[src/rtl/mips_pkg.sv]
// mips_pkg: shared types and constants for the instruction-fetch slice.
//   fetch_state_t         - fetch FSM encoding (request, wait for word, drop stale word)
//   NOP_INSTR             - instruction placed in the decode register on reset/flush
//   DEFAULT_RESET_VECTOR  - default PC presented to the PC register during reset
//   pc_plus4()            - 32-bit modulo sequential-PC increment
package mips_pkg;

  typedef enum logic [1:0] {
    FS_REQ  = 2'd0,
    FS_WAIT = 2'd1,
    FS_DROP = 2'd2
  } fetch_state_t;

  localparam logic [31:0] NOP_INSTR            = 32'h0000_0000;
  localparam logic [31:0] DEFAULT_RESET_VECTOR = 32'h0000_0000;

  // Wraps 0xFFFF_FFFC to 0x0000_0000 naturally through 32-bit truncation.
  function automatic logic [31:0] pc_plus4(input logic [31:0] a);
    return a + 32'd4;
  endfunction

endpackage

[src/rtl/fetch_unit_if.sv]
// fetch_unit_if: handshake bundle around the fetch stage.
//   imem_req_*  - fetch request channel toward instruction memory (valid/ready)
//   imem_rsp_*  - instruction word returning from memory (always accepted)
//   if_*        - fetched {instr, pc, pc+4} toward decode, id_ready is decode's ready
// master = fetch unit side, slave = memory/decode environment side.
interface fetch_unit_if;

  logic        imem_req_valid;
  logic [31:0] imem_req_addr;
  logic        imem_req_ready;
  logic        imem_rsp_valid;
  logic [31:0] imem_rsp_data;
  logic        if_valid;
  logic [31:0] if_instr;
  logic [31:0] if_pc;
  logic [31:0] if_pc4;
  logic        id_ready;

  modport master (
    output imem_req_valid, imem_req_addr,
    input  imem_req_ready, imem_rsp_valid, imem_rsp_data,
    output if_valid, if_instr, if_pc, if_pc4,
    input  id_ready
  );

  modport slave (
    input  imem_req_valid, imem_req_addr,
    output imem_req_ready, imem_rsp_valid, imem_rsp_data,
    input  if_valid, if_instr, if_pc, if_pc4,
    output id_ready
  );

endinterface

[src/rtl/fetch_skid_buf.sv]
// fetch_skid_buf: one-entry {instr, pc} holding slot for a response that
// arrives while decode is stalled.
//   clk, rst_n   - clock, async active-low reset
//   push         - capture push_instr/push_pc (only issued while empty)
//   pop          - release the entry (the decode register took it)
//   flush        - discard the entry; wins over push and pop
//   full         - entry present
//   instr, pc    - stored entry
module fetch_skid_buf
  import mips_pkg::*;
(
  input  logic        clk,
  input  logic        rst_n,
  input  logic        push,
  input  logic        pop,
  input  logic        flush,
  input  logic [31:0] push_instr,
  input  logic [31:0] push_pc,
  output logic        full,
  output logic [31:0] instr,
  output logic [31:0] pc
);

  logic        full_r;
  logic [31:0] instr_r;
  logic [31:0] pc_r;

  // Single storage slot with flush > push > pop priority.
  always_ff @(posedge clk or negedge rst_n) begin
    if (!rst_n) begin
      full_r  <= 1'b0;
      instr_r <= NOP_INSTR;
      pc_r    <= 32'h0000_0000;
    end else if (flush) begin
      full_r  <= 1'b0;
      instr_r <= NOP_INSTR;
      pc_r    <= 32'h0000_0000;
    end else if (push) begin
      full_r  <= 1'b1;
      instr_r <= push_instr;
      pc_r    <= push_pc;
    end else if (pop) begin
      full_r  <= 1'b0;
    end else begin
      full_r  <= full_r;
    end
  end

  assign full  = full_r;
  assign instr = instr_r;
  assign pc    = pc_r;

endmodule

[src/rtl/fetch_unit.sv]
// fetch_unit: instruction-fetch stage between the PC register and decode.
//   clk, rst_n        - clock, async active-low reset
//   pc / npc          - current PC in, next PC out (PC register loads npc every clk)
//   redirect_valid/pc - taken branch/jump from a later stage, highest priority
//   bus (master)      - imem request/response channel and decode-side if_* outputs
// One request is outstanding at a time; a new request is only issued while the
// skid slot is empty, so a response always has somewhere to go.
module fetch_unit
  import mips_pkg::*;
#(
  parameter logic [31:0] RESET_VECTOR = DEFAULT_RESET_VECTOR
)
(
  input  logic          clk,
  input  logic          rst_n,
  input  logic [31:0]   pc,
  output logic [31:0]   npc,
  input  logic          redirect_valid,
  input  logic [31:0]   redirect_pc,
  fetch_unit_if.master  bus
);

  fetch_state_t state_r;
  logic [31:0]  pending_pc_r;
  logic         if_valid_r;
  logic [31:0]  if_instr_r;
  logic [31:0]  if_pc_r;
  logic [31:0]  if_pc4_r;

  logic         req_valid_s;
  logic         req_fire_s;
  logic         rsp_deliver_s;
  logic         load_s;
  logic         skid_push_s;
  logic         skid_pop_s;
  logic         skid_full_s;
  logic [31:0]  skid_instr_s;
  logic [31:0]  skid_pc_s;

  // Request gating plus delivery/skid control derived from the current state.
  always_comb begin
    req_valid_s   = 1'b0;
    rsp_deliver_s = 1'b0;
    if (rst_n && (state_r == FS_REQ) && !redirect_valid && !skid_full_s) begin
      req_valid_s = 1'b1;
    end else begin
      req_valid_s = 1'b0;
    end
    // A response that coincides with a redirect belongs to the old path.
    if ((state_r == FS_WAIT) && bus.imem_rsp_valid && !redirect_valid) begin
      rsp_deliver_s = 1'b1;
    end else begin
      rsp_deliver_s = 1'b0;
    end
  end

  assign req_fire_s  = req_valid_s && bus.imem_req_ready;
  assign load_s      = !if_valid_r || bus.id_ready;
  assign skid_push_s = rsp_deliver_s && !load_s;
  assign skid_pop_s  = !redirect_valid && load_s && skid_full_s;

  // Next-PC selection: reset vector, redirect, advance on handshake, else hold.
  always_comb begin
    npc = pc;
    if (!rst_n) begin
      npc = RESET_VECTOR;
    end else if (redirect_valid) begin
      npc = redirect_pc;
    end else if (req_fire_s) begin
      npc = pc_plus4(pc);
    end else begin
      npc = pc;
    end
  end

  // Fetch FSM: track the single outstanding request and stale-response drops.
  always_ff @(posedge clk or negedge rst_n) begin
    if (!rst_n) begin
      state_r      <= FS_REQ;
      pending_pc_r <= 32'h0000_0000;
    end else begin
      case (state_r)
        FS_REQ: begin
          if (req_fire_s) begin
            pending_pc_r <= pc;
            state_r      <= FS_WAIT;
          end else begin
            state_r      <= FS_REQ;
          end
        end
        FS_WAIT: begin
          if (redirect_valid && !bus.imem_rsp_valid) begin
            state_r <= FS_DROP;
          end else if (bus.imem_rsp_valid) begin
            state_r <= FS_REQ;
          end else begin
            state_r <= FS_WAIT;
          end
        end
        FS_DROP: begin
          if (bus.imem_rsp_valid) begin
            state_r <= FS_REQ;
          end else begin
            state_r <= FS_DROP;
          end
        end
        default: begin
          state_r <= FS_REQ;
        end
      endcase
    end
  end

  // Decode register: skid entry has priority over a fresh response.
  always_ff @(posedge clk or negedge rst_n) begin
    if (!rst_n) begin
      if_valid_r <= 1'b0;
      if_instr_r <= NOP_INSTR;
      if_pc_r    <= 32'h0000_0000;
      if_pc4_r   <= 32'h0000_0000;
    end else if (redirect_valid) begin
      if_valid_r <= 1'b0;
      if_instr_r <= NOP_INSTR;
    end else if (load_s) begin
      if (skid_full_s) begin
        if_valid_r <= 1'b1;
        if_instr_r <= skid_instr_s;
        if_pc_r    <= skid_pc_s;
        if_pc4_r   <= pc_plus4(skid_pc_s);
      end else if (rsp_deliver_s) begin
        if_valid_r <= 1'b1;
        if_instr_r <= bus.imem_rsp_data;
        if_pc_r    <= pending_pc_r;
        if_pc4_r   <= pc_plus4(pending_pc_r);
      end else begin
        if_valid_r <= 1'b0;
      end
    end else begin
      if_valid_r <= if_valid_r;
    end
  end

  fetch_skid_buf u_skid (
    .clk        (clk),
    .rst_n      (rst_n),
    .push       (skid_push_s),
    .pop        (skid_pop_s),
    .flush      (redirect_valid),
    .push_instr (bus.imem_rsp_data),
    .push_pc    (pending_pc_r),
    .full       (skid_full_s),
    .instr      (skid_instr_s),
    .pc         (skid_pc_s)
  );

  assign bus.imem_req_valid = req_valid_s;
  assign bus.imem_req_addr  = pc;
  assign bus.if_valid       = if_valid_r;
  assign bus.if_instr       = if_instr_r;
  assign bus.if_pc          = if_pc_r;
  assign bus.if_pc4         = if_pc4_r;

endmodule

[src/flat_wrapper.sv]
// flat-port wrapper written by rule: the top's interface ports become plain ports
module fetch_unit_flat import mips_pkg::*;
#(
  parameter logic [31:0] RESET_VECTOR = DEFAULT_RESET_VECTOR
)
  (clk, rst_n, pc, npc, redirect_valid, redirect_pc, bus_imem_req_valid, bus_imem_req_addr, bus_imem_req_ready, bus_imem_rsp_valid, bus_imem_rsp_data, bus_if_valid, bus_if_instr, bus_if_pc, bus_if_pc4, bus_id_ready);
  fetch_unit_if bus_i ();
  input  logic clk;
  input  logic rst_n;
  input  logic [31:0] pc;
  output logic [31:0] npc;
  input  logic redirect_valid;
  input  logic [31:0] redirect_pc;
  output wire logic [$bits(bus_i.imem_req_valid)-1:0] bus_imem_req_valid;
  output wire logic [$bits(bus_i.imem_req_addr)-1:0] bus_imem_req_addr;
  input wire logic [$bits(bus_i.imem_req_ready)-1:0] bus_imem_req_ready;
  input wire logic [$bits(bus_i.imem_rsp_valid)-1:0] bus_imem_rsp_valid;
  input wire logic [$bits(bus_i.imem_rsp_data)-1:0] bus_imem_rsp_data;
  output wire logic [$bits(bus_i.if_valid)-1:0] bus_if_valid;
  output wire logic [$bits(bus_i.if_instr)-1:0] bus_if_instr;
  output wire logic [$bits(bus_i.if_pc)-1:0] bus_if_pc;
  output wire logic [$bits(bus_i.if_pc4)-1:0] bus_if_pc4;
  input wire logic [$bits(bus_i.id_ready)-1:0] bus_id_ready;
  assign bus_imem_req_valid = bus_i.imem_req_valid;
  assign bus_imem_req_addr = bus_i.imem_req_addr;
  assign bus_i.imem_req_ready = bus_imem_req_ready;
  assign bus_i.imem_rsp_valid = bus_imem_rsp_valid;
  assign bus_i.imem_rsp_data = bus_imem_rsp_data;
  assign bus_if_valid = bus_i.if_valid;
  assign bus_if_instr = bus_i.if_instr;
  assign bus_if_pc = bus_i.if_pc;
  assign bus_if_pc4 = bus_i.if_pc4;
  assign bus_i.id_ready = bus_id_ready;
  fetch_unit #(.RESET_VECTOR(RESET_VECTOR)) u_core (.clk(clk), .rst_n(rst_n), .pc(pc), .npc(npc), .redirect_valid(redirect_valid), .redirect_pc(redirect_pc), .bus(bus_i));
endmodule
[config.mk]
export PLATFORM = sky130hd
export DESIGN_NAME = fetch_unit_flat
export DESIGN_NICKNAME = d
export VERILOG_FILES = /design/src/rtl/mips_pkg.sv /design/src/rtl/fetch_unit_if.sv /design/src/rtl/fetch_skid_buf.sv /design/src/rtl/fetch_unit.sv /design/src/flat_wrapper.sv
export SDC_FILE = /design/constraint.sdc
export NUM_CORES = 1
export LEC_CHECK = 0
export CORE_ASPECT_RATIO = 1.1
export CORE_UTILIZATION = 45
export DETAILED_ROUTE_END_ITERATION = 7
export PLACE_DENSITY_LB_ADDON = 0.25
export SYNTH_ARGS = -nofsm -noshare
export SYNTH_HDL_FRONTEND = slang
export SYNTH_HIERARCHICAL = 1
export SYNTH_SLANG_ARGS = --single-unit
[constraint.sdc]
create_clock -name clk -period 2.6 [get_ports clk]
set_input_delay 0.39 -clock clk [delete_from_list [all_inputs] [get_ports clk]]
set_output_delay 0.39 -clock clk [all_outputs]
set_load 0.05 [all_outputs]
### Word level (Yosys, flattened, before mapping)

Cells that the tools add are included.

* flip-flop bits (word level): 196
* input bits: 102
* output and inout port bits: 162
* word-level logic and storage cells: 69

* $add $sub $neg: 3
* equality and inequality tests: 2
* muxes and demuxes: 29
* bitwise logic cells: 1
* reduce and logical (&&, ||, !) cells: 25

Operators by type and width (count)
* 32-bit two-way mux: 15
* 32-bit by 3-bit adder with 32-bit output, second input constant: 3
* 1-bit two-way mux: 11
* 1-bit logical AND: 10
* 2-bit one-hot mux with 3 select lines: 1
* 2-bit nonzero test: 3
* 3-bit nonzero test: 2
* 1-bit logical NOT: 5
* 2-bit two-way mux: 2
* 2-bit AND reduction: 2
* 3-bit AND reduction: 1
* 2-bit by 1-bit == test with 1-bit output, second input constant: 1
* 2-bit == test, second input constant: 1
* 2-bit logical NOT: 1
* 1-bit logical OR: 1
* 1-bit inverter: 1

### Depth between registers and ports, before layout

Gate-level depths: netlist of the first run.

* word-level depth: 9
* depth in mapped cells: 12
* mapped depth without buffers: 7

### Hierarchy

The synthesis of the first run kept the hierarchy.

Modules (own cells, without submodules)
* fetch_unit: instances 1, cells an instance 886, area an instance 7887.6 um^2, seq. area each 3228.1 um^2
* fetch_skid_buf: instances 1, cells an instance 210, area an instance 2670.1 um^2, seq. area each 1626.6 um^2

### Worst setup path after synthesis of the first run

Ideal clock, no wire load.

* kind: register -> output
* from: reg u_core.u_skid.full_r (netlist: u_core/u_skid/full)
* to: out npc[22]
* data arrival time: 2.410 ns
* required time: 2.210 ns
* slack: -0.200 ns
* cell stages (with the launch flop): 9
* path buffers: 4
* cells stage by stage: dfrtp_1 buf_6 buf_6 buf_2 buf_2 nand4b_4 nor4_1 xnor2_1 a21oi_1

* word-level cells in the longest chain between the ends: 7

RTL lines
* start, declared: line fetch_skid_buf.sv:24 `logic full_r;`
* start signal, assigned: line fetch_skid_buf.sv:45 `full_r <= full_r;`
* 1-bit logical NOT: line fetch_unit.sv:44 `if (rst_n && (state_r == FS_REQ) && !redirect_valid && !skid_full_s) begin`
* 1-bit logical AND: line fetch_unit.sv:44
* 1-bit two-way mux: line fetch_unit.sv:44
* 1-bit logical AND: line fetch_unit.sv:57 `assign req_fire_s = req_valid_s && bus.imem_req_ready;`
* 32-bit two-way mux: line fetch_unit.sv:69 `end else if (req_fire_s) begin`
* 32-bit two-way mux: line fetch_unit.sv:67 `end else if (redirect_valid) begin`
* 32-bit two-way mux: line fetch_unit.sv:65 `if (!rst_n) begin`
* end, declared: line flat_wrapper.sv:11 `output logic [31:0] npc;`

Every way passes these cells.

### Worst setup path in the final report of the first run

* from: in pc[12]
* to: out npc[31]

* word-level cells in the longest chain between the ends: 4

RTL lines
* start, declared: line flat_wrapper.sv:10 `input logic [31:0] pc;`
* 32-bit by 3-bit adder with 32-bit output: line mips_pkg.sv:19 `return a + 32'd4;`
* 32-bit two-way mux: line fetch_unit.sv:69
* 32-bit two-way mux: line fetch_unit.sv:67
* 32-bit two-way mux: line fetch_unit.sv:65

Every way passes these cells.

==> results of run 1 <==
==> routing by layer <==
layer	vias up	wire length [µm]	share of wire, %
li1	4350	-	-
met1	4359	13700	45
met2	295	14300	47
met3	38	1610	5.3
met4	0	592	2.0
met5	-	0	0
==> path summary, 6_finish.rpt <==
check	end	slack (ns)
worst max-delay path	npc[31]	-0.25
worst min register to register	u_core/bus.if_instr[4]	0.48
worst max register to register	u_core/bus.if_pc4[22]	0.12
min in group clk	u_core/pending_pc_r[5]	0.46
max in group asynchronous	u_core/u_skid/full	0.90
worst min-delay path	u_core/bus.if_instr[26]	0.15
==> sequential cells by signal (all words and copies together), names as in the netlist <==
signal,flops
u_core/state_r,2
u_core/u_skid/pc,32
u_core/pending_pc_r,32
u_core/bus.if_pc4,30
u_core/bus.if_instr,32
u_core/u_skid/full,1
u_core/u_skid/instr,32
u_core/bus.if_pc,32
u_core/bus.if_valid,1
==> power breakdown <==
group          switching (mW)  internal, mW
logic                    2.49          1.39
clock network            1.22          1.29
registers               0.372          3.48
total                    4.08          6.15
==> critical path: stages <==
cell and delay [ns]:
clkdlybuf4s50_1 0.48, and4_4 0.24, nand4_1 0.22, nor4_4 0.33
buf_6 0.16, a41oi_1 0.12, o311a_1 0.35, buf_12 0.16
==> stage by stage <==
step                      worst slack (ns)  area, µm²  hold WS (ns)
final                               -0.248      15000         0.151
after global routing                -0.299      15000         0.194
after CTS                           -0.211      14900         0.151
after detailed placement            -0.408      14000         0.467
after global placement              -0.375      14000         0.461
after floorplan                   -0.00896      10600        0.0944
==> cell families (layout without fill, tap and decap cells) <==
| kind of cell | after synthesis | after routing | share of synthesized area [%] |
|---|---|---|---|
| buffers and inverters | 113 | 401 | 6.59 |
| multiplexers | 128 | 128 | 12.2 |
| adder cells (fa/ha/maj) | 2 | 2 | 0.237 |
| XOR/XNOR | 36 | 36 | 2.99 |
| AND/OR/NAND/NOR | 431 | 431 | 19.8 |
| AO/OA/AOI/OAI | 192 | 192 | 12.2 |
| flip-flops | 194 | 194 | 46.0 |
==> final cells by class <==
class	instances	area, µm²	area share [%]
flip-flops and latches	194	4860	32.3
inverters	11	41.3	0.275
multi-input cells	789	5450	36.3
clock inverters	13	120	0.799
repair buffers	359	3740	24.9
well taps	300	375	2.50
clock buffers	18	439	2.92
==> layout by cell type, fill, tap and decap left out, types with 4 or more instances in the layout <==
master             n
and4_1             4
o21a_1             6
nand2_1          211
nand4_1           13
nor3_2             4
inv_8              4
nor2_1            79
clkdlybuf4s50_1  203
dfrtp_1          191
o21ai_0           68
xor2_1             4
nand3b_1           9
nand2b_1           8
a21o_1             8
nor2b_1            7
and3_1             6
dlygate4sd2_1      6
mux2_2             4
o211a_1            5
clkbuf_16         17
mux2i_1          124
nor4_4             8
clkinv_4           6
a21oi_1           12
a21oi_2           22
xnor2_1           21
o31ai_1           40
buf_6              8
nand3_1           31
buf_12            39
nor3_1             7
inv_1              8
buf_4            101
xnor2_2            9
and2_1             4
nor3_4             4
==> what timing repair did <==
item,4_1_cts,5_1_grt
pin swaps,43,26
buffers inserted,7,7
endpoints found under the setup margin,29,30
gates resized for setup,66,17
==> results_dict.tcl, run 1 <==
set metrics [dict create \
    status "finished with violations" \
    violations "setup timing" \
    vias 9042 \
    peakVddDrop_v 0.000443 \
    max_freq_ghz 0.351 \
    synth_cell_types 65 \
    postSynthAreaPerCell_um2 9.63 \
    reg2regPathDepth 5 \
    grt_usage_pct 25.2 \
    p_leak_nw 6.49 \
    rows 58 \
    synth_area_um2 10600 \
    grt_use_met3_pct 5.07 \
    dr.pass1.iters 5 \
    io_buffers 263 \
    synthTopCellsByCount "nand2_1 (213), dfrtp_1 (194), mux2i_1 (124), nor2_1 (82), o21ai_0 (68)" \
    grt_pass1_wl_mm 47.5 \
    synth_top_area_share_pct 46.0 \
    hp-class "in2async" \
    overflow 0 \
    dieWidth_um 148 \
    arrival_ns 2.46 \
    grt_setup_unrepaired "true" \
    fin_crit_sh_pct 110 \
    gp_congestion 0.844 \
    grt_busiest_layer "met2" \
    diodes 0 \
    dp_cells 1640 \
    cts_tree "done" \
    area.growth.synth_to_final_pct 42.4 \
    fillers 1893 \
    final_util_pct 65.5 \
    post_synth_inst_count 1096 \
    die_h_um 163 \
    path_class "in2out" \
    core-area_um2 22900 \
    finalCriticalPeriod_ns 2.85 \
    layout.nets 1476 \
    synth-seq-cells 194 \
    synth_ff_type "dfrtp_1" \
    use_met1_pct 34.7 \
    power_density_nw_per_um2 681 \
    final_antenna_net_count 0 \
    ys_seq_area_share_pct 46.0 \
    synth_edf_count 0 \
    cp-startpoint "pc[12]" \
    drc 0 \
    syn-num-nets 1200 \
    routedWlPerCell_um 17.9 \
    ys_warn_count 6 \
    critPathRequiredTime_ns 2.21 \
    power_mw 10.2 \
    finClkSkew_ns 0.0102 \
    synth_most_common_cell "nand2_1" \
    worst_pin_slew_ns 0.991 \
    fin_ws_ns -0.248 \
    worstReg2RegStart "u_core/u_skid/full" \
    cts_hold_buf 0 \
    hpwl_mm 21.5 \
    grt_max_degree 80 \
    wirelength_mm 30.2 \
    cts_buffers 17 \
    maxSlewViolCount 0 \
    grt_util_met2_pct 40.1 \
    start_util_pct 46.0 \
    critPathLaunchType "input pin" \
    clk_latency_ns 0.43 \
    die-area_um2 24100 \
    cts-root-buf "clkbuf_16" \
    grt_pass1_vias 8820 \
    worst-path-max-fanout 7 \
    fin_setup_tns_ns -3.19 \
    path_clk_slew_ns 0.08 \
    cap_violations 0 \
    cp-end-kind "primary output" \
    layout-drive-gt1-share_pct 19.8 \
    htree_num_levels 4 \
    slew_headroom_pct 34.0 \
    stdcell_count 1684 \
    hold_viol 0 \
    antenna_found_initial 0 \
    cts_sinks 194 \
    first_iter_violations 646 \
    cts_buffer_depth 2 \
    yosysTopAreaCell "dfrtp_1" \
    via_per_inst 5.37 \
    ys_async_sr_fraction_pct 100 \
    setup-violations-final 28 \
    synthTopCellsByArea "dfrtp_1 (46%), mux2i_1 (12%), nand2_1 (7.6%), o21ai_0 (3.2%), nor2_1 (2.9%)" \
    io-pin-count 264 \
]
(Power assumes the default switching activity.)
==> run 2: changes to the inputs <==
--- a/config.mk
+++ b/config.mk
@@ -5,7 +5,6 @@
 export SDC_FILE = /design/constraint.sdc
 export NUM_CORES = 1
 export LEC_CHECK = 0
-export CORE_ASPECT_RATIO = 1.1
 export CORE_UTILIZATION = 45
 export DETAILED_ROUTE_END_ITERATION = 7
 export PLACE_DENSITY_LB_ADDON = 0.25
==> results_dict.tcl, run 2 (same netlist as run 1, synthesis figures left out) <==
set metrics [dict create \
    status "finished with violations" \
    violations "hold timing, setup timing" \
    routedWlPerCell_um 17.5 \
    grt_max_degree 139 \
    maxSlewViolCount 0 \
    p_int_mw 6.25 \
    fin_ws_ns -0.200 \
    hold_viol 6 \
    p_switching_mw 4.15 \
    dr.pass1.iters 5 \
    arrival_ns 2.41 \
    vias 9075 \
    cts-root-buf "clkbuf_16" \
    wirelength_mm 29.9 \
    rows 55 \
    layout_common_cells "nand2_1 (211), clkdlybuf4s50_1 (200), dfrtp_1 (193), mux2i_1 (124), buf_4 (100)" \
    finClkSkew_ns 0.0146 \
    gp_congestion 0.843 \
    cts_buffer_depth 2 \
    p_comb_share_pct 37.4 \
    clkPwrFrac_pct 25.6 \
    first_iter_violations 539 \
    path_class "reg2out" \
    worstReg2RegStart "u_core/u_skid/full" \
    hp-class "in2async" \
    final_antenna_net_count 0 \
    die_h_um 155 \
    worst-path-max-fanout 7 \
    power_density_nw_per_um2 684 \
    finalCriticalPeriod_ns 2.80 \
    holdWs_ns -0.00791 \
    cap_violations 0 \
    io-pin-count 264 \
    critPathRequiredTime_ns 2.21 \
    slew_headroom_pct 44.8 \
    core-area_um2 22800 \
    layout-drive-gt1-share_pct 19.8 \
    area.growth.synth_to_final_pct 44.0 \
    layout.nets 1487 \
    r2r_end "u_core/bus.if_pc4[22]" \
    setup-violations-final 29 \
    post-place-ws_ns -0.308 \
    drc 0 \
    critPathLaunchType "flop" \
    path_clk_slew_ns 0.07 \
    cp-end-kind "primary output" \
    grt_pass1_vias 8899 \
    dieWidth_um 155 \
    layout_commonest_cell "nand2_1" \
    antenna_found_initial 0 \
    grt_setup_unrepaired "true" \
    peakVddDrop_v 0.000519 \
    diodes 0 \
    overflow 0 \
    worst_pin_slew_ns 0.827 \
    reg2regPathDepth 5 \
    clk_latency_ns 0.44 \
    via_per_inst 5.31 \
    htree_num_levels 4 \
    cts_tree "done" \
    cts_hold_buf 0 \
    p_leak_nw 6.61 \
    start_util_pct 46.2 \
    fin_crit_sh_pct 108 \
    die-area_um2 24100 \
    seqPwrFrac_pct 37.0 \
    switching_share_pct 39.9 \
    hpwl_mm 21.6 \
    final_util_pct 66.6 \
    grt_pass1_wl_mm 48.2 \
    cts_buffers 17 \
    io_buffers 263 \
    max_freq_ghz 0.357 \
    cts_sinks 194 \
    worst-r2r-setup-slack_ns 0.20 \
    grt_usage_pct 25.5 \
]
run 2: cell count changes in the layout (fill, tap and decap cells not counted), moves of 4 or more:
cell           change
dlygate4sd2_1      +4
buf_6              +6
xnor2_1            +4
buf_12             +4
clkinv_4           -5
run 2: per-stage QoR:
step / hold WS, ns / instances / setup TNS [ns] / area, µm² / power, mW
after floorplan: 0.0944 / 1096 / -0.00896 / 10600 / 6.18
after global placement: 0.460 / 1661 / -3.92 / 14100 / 7.69
after detailed placement: 0.466 / 1661 / -4.72 / 14100 / 7.76
after CTS: 0.00242 / 1703 / -2.70 / 15100 / 10.5
after global routing: 0.00688 / 1709 / -6.12 / 15200 / 10.9
final: -0.00791 / 1709 / -3.54 / 15200 / 10.4
run 2: layer usage:
layer | up-vias | track usage (%) | part of all wire [%]
met1 | 4357 | 35.6 | 46
met2 | 298 | 40.2 | 46
li1 | 4382 | - | -
met3 | 38 | 4.82 | 6.0
met4 | 0 | 8.17 | 2.0
met5 | - | 0 | 0
run 2: worst max path at each step:
| stage | end | cells after the start | startpoint |
|---|---|---|---|
| after floorplan | u_core/bus.if_pc4[22] | 12 | u_core/u_skid/full |
| after global placement | npc[20] | 9 | pc[3] |
| after detailed placement | npc[18] | 9 | pc[3] |
| after CTS | npc[31] | 8 | u_core/state_r[1] |
| after global routing | npc[16] | 9 | u_core/state_r[1] |
| final | npc[16] | 9 | u_core/state_r[1] |
run 2: area by class of cell:
type / instances / area [µm²]
inverter: 11 / 41.3
multi-input combinational: 789 / 5410
clock inverter: 15 / 183
clock buffer: 17 / 425
tap: 313 / 392
timing repair buffer: 370 / 3890
fill: 1836 / 7640
sequential: 194 / 4860
run 2: power by group through the flow:
stage / logic, mW / registers [mW] / clock network [mW]
3_3_place_gp: 3.81 / 3.89 / 0
5_1_grt: 4.11 / 3.91 / 2.85
4_1_cts: 3.89 / 3.85 / 2.73
6_report: 3.89 / 3.85 / 2.67
2_1_floorplan: 1.09 / 5.09 / 0
3_5_place_dp: 3.85 / 3.91 / 0
run 2: what timing repair did:
action / CTS / global route
pin swaps: 39 / 22
setup endpoints to repair: 30 / 30
cloned: 1 / 0
setup buffers: 9 / 6
hold endpoints to repair: 0 / 0
resized for setup: 71 / 14
run 2: worst max-delay path, cell delays in order (launching register included):
cell	delay (ns)
dfrtp_1	0.42
nor4b_4	0.28
buf_6	0.16
buf_12	0.10
nand4b_4	0.19
buf_6	0.20
nor3b_4	0.16
xnor2_1	0.10
a21oi_2	0.19
buf_12	0.16
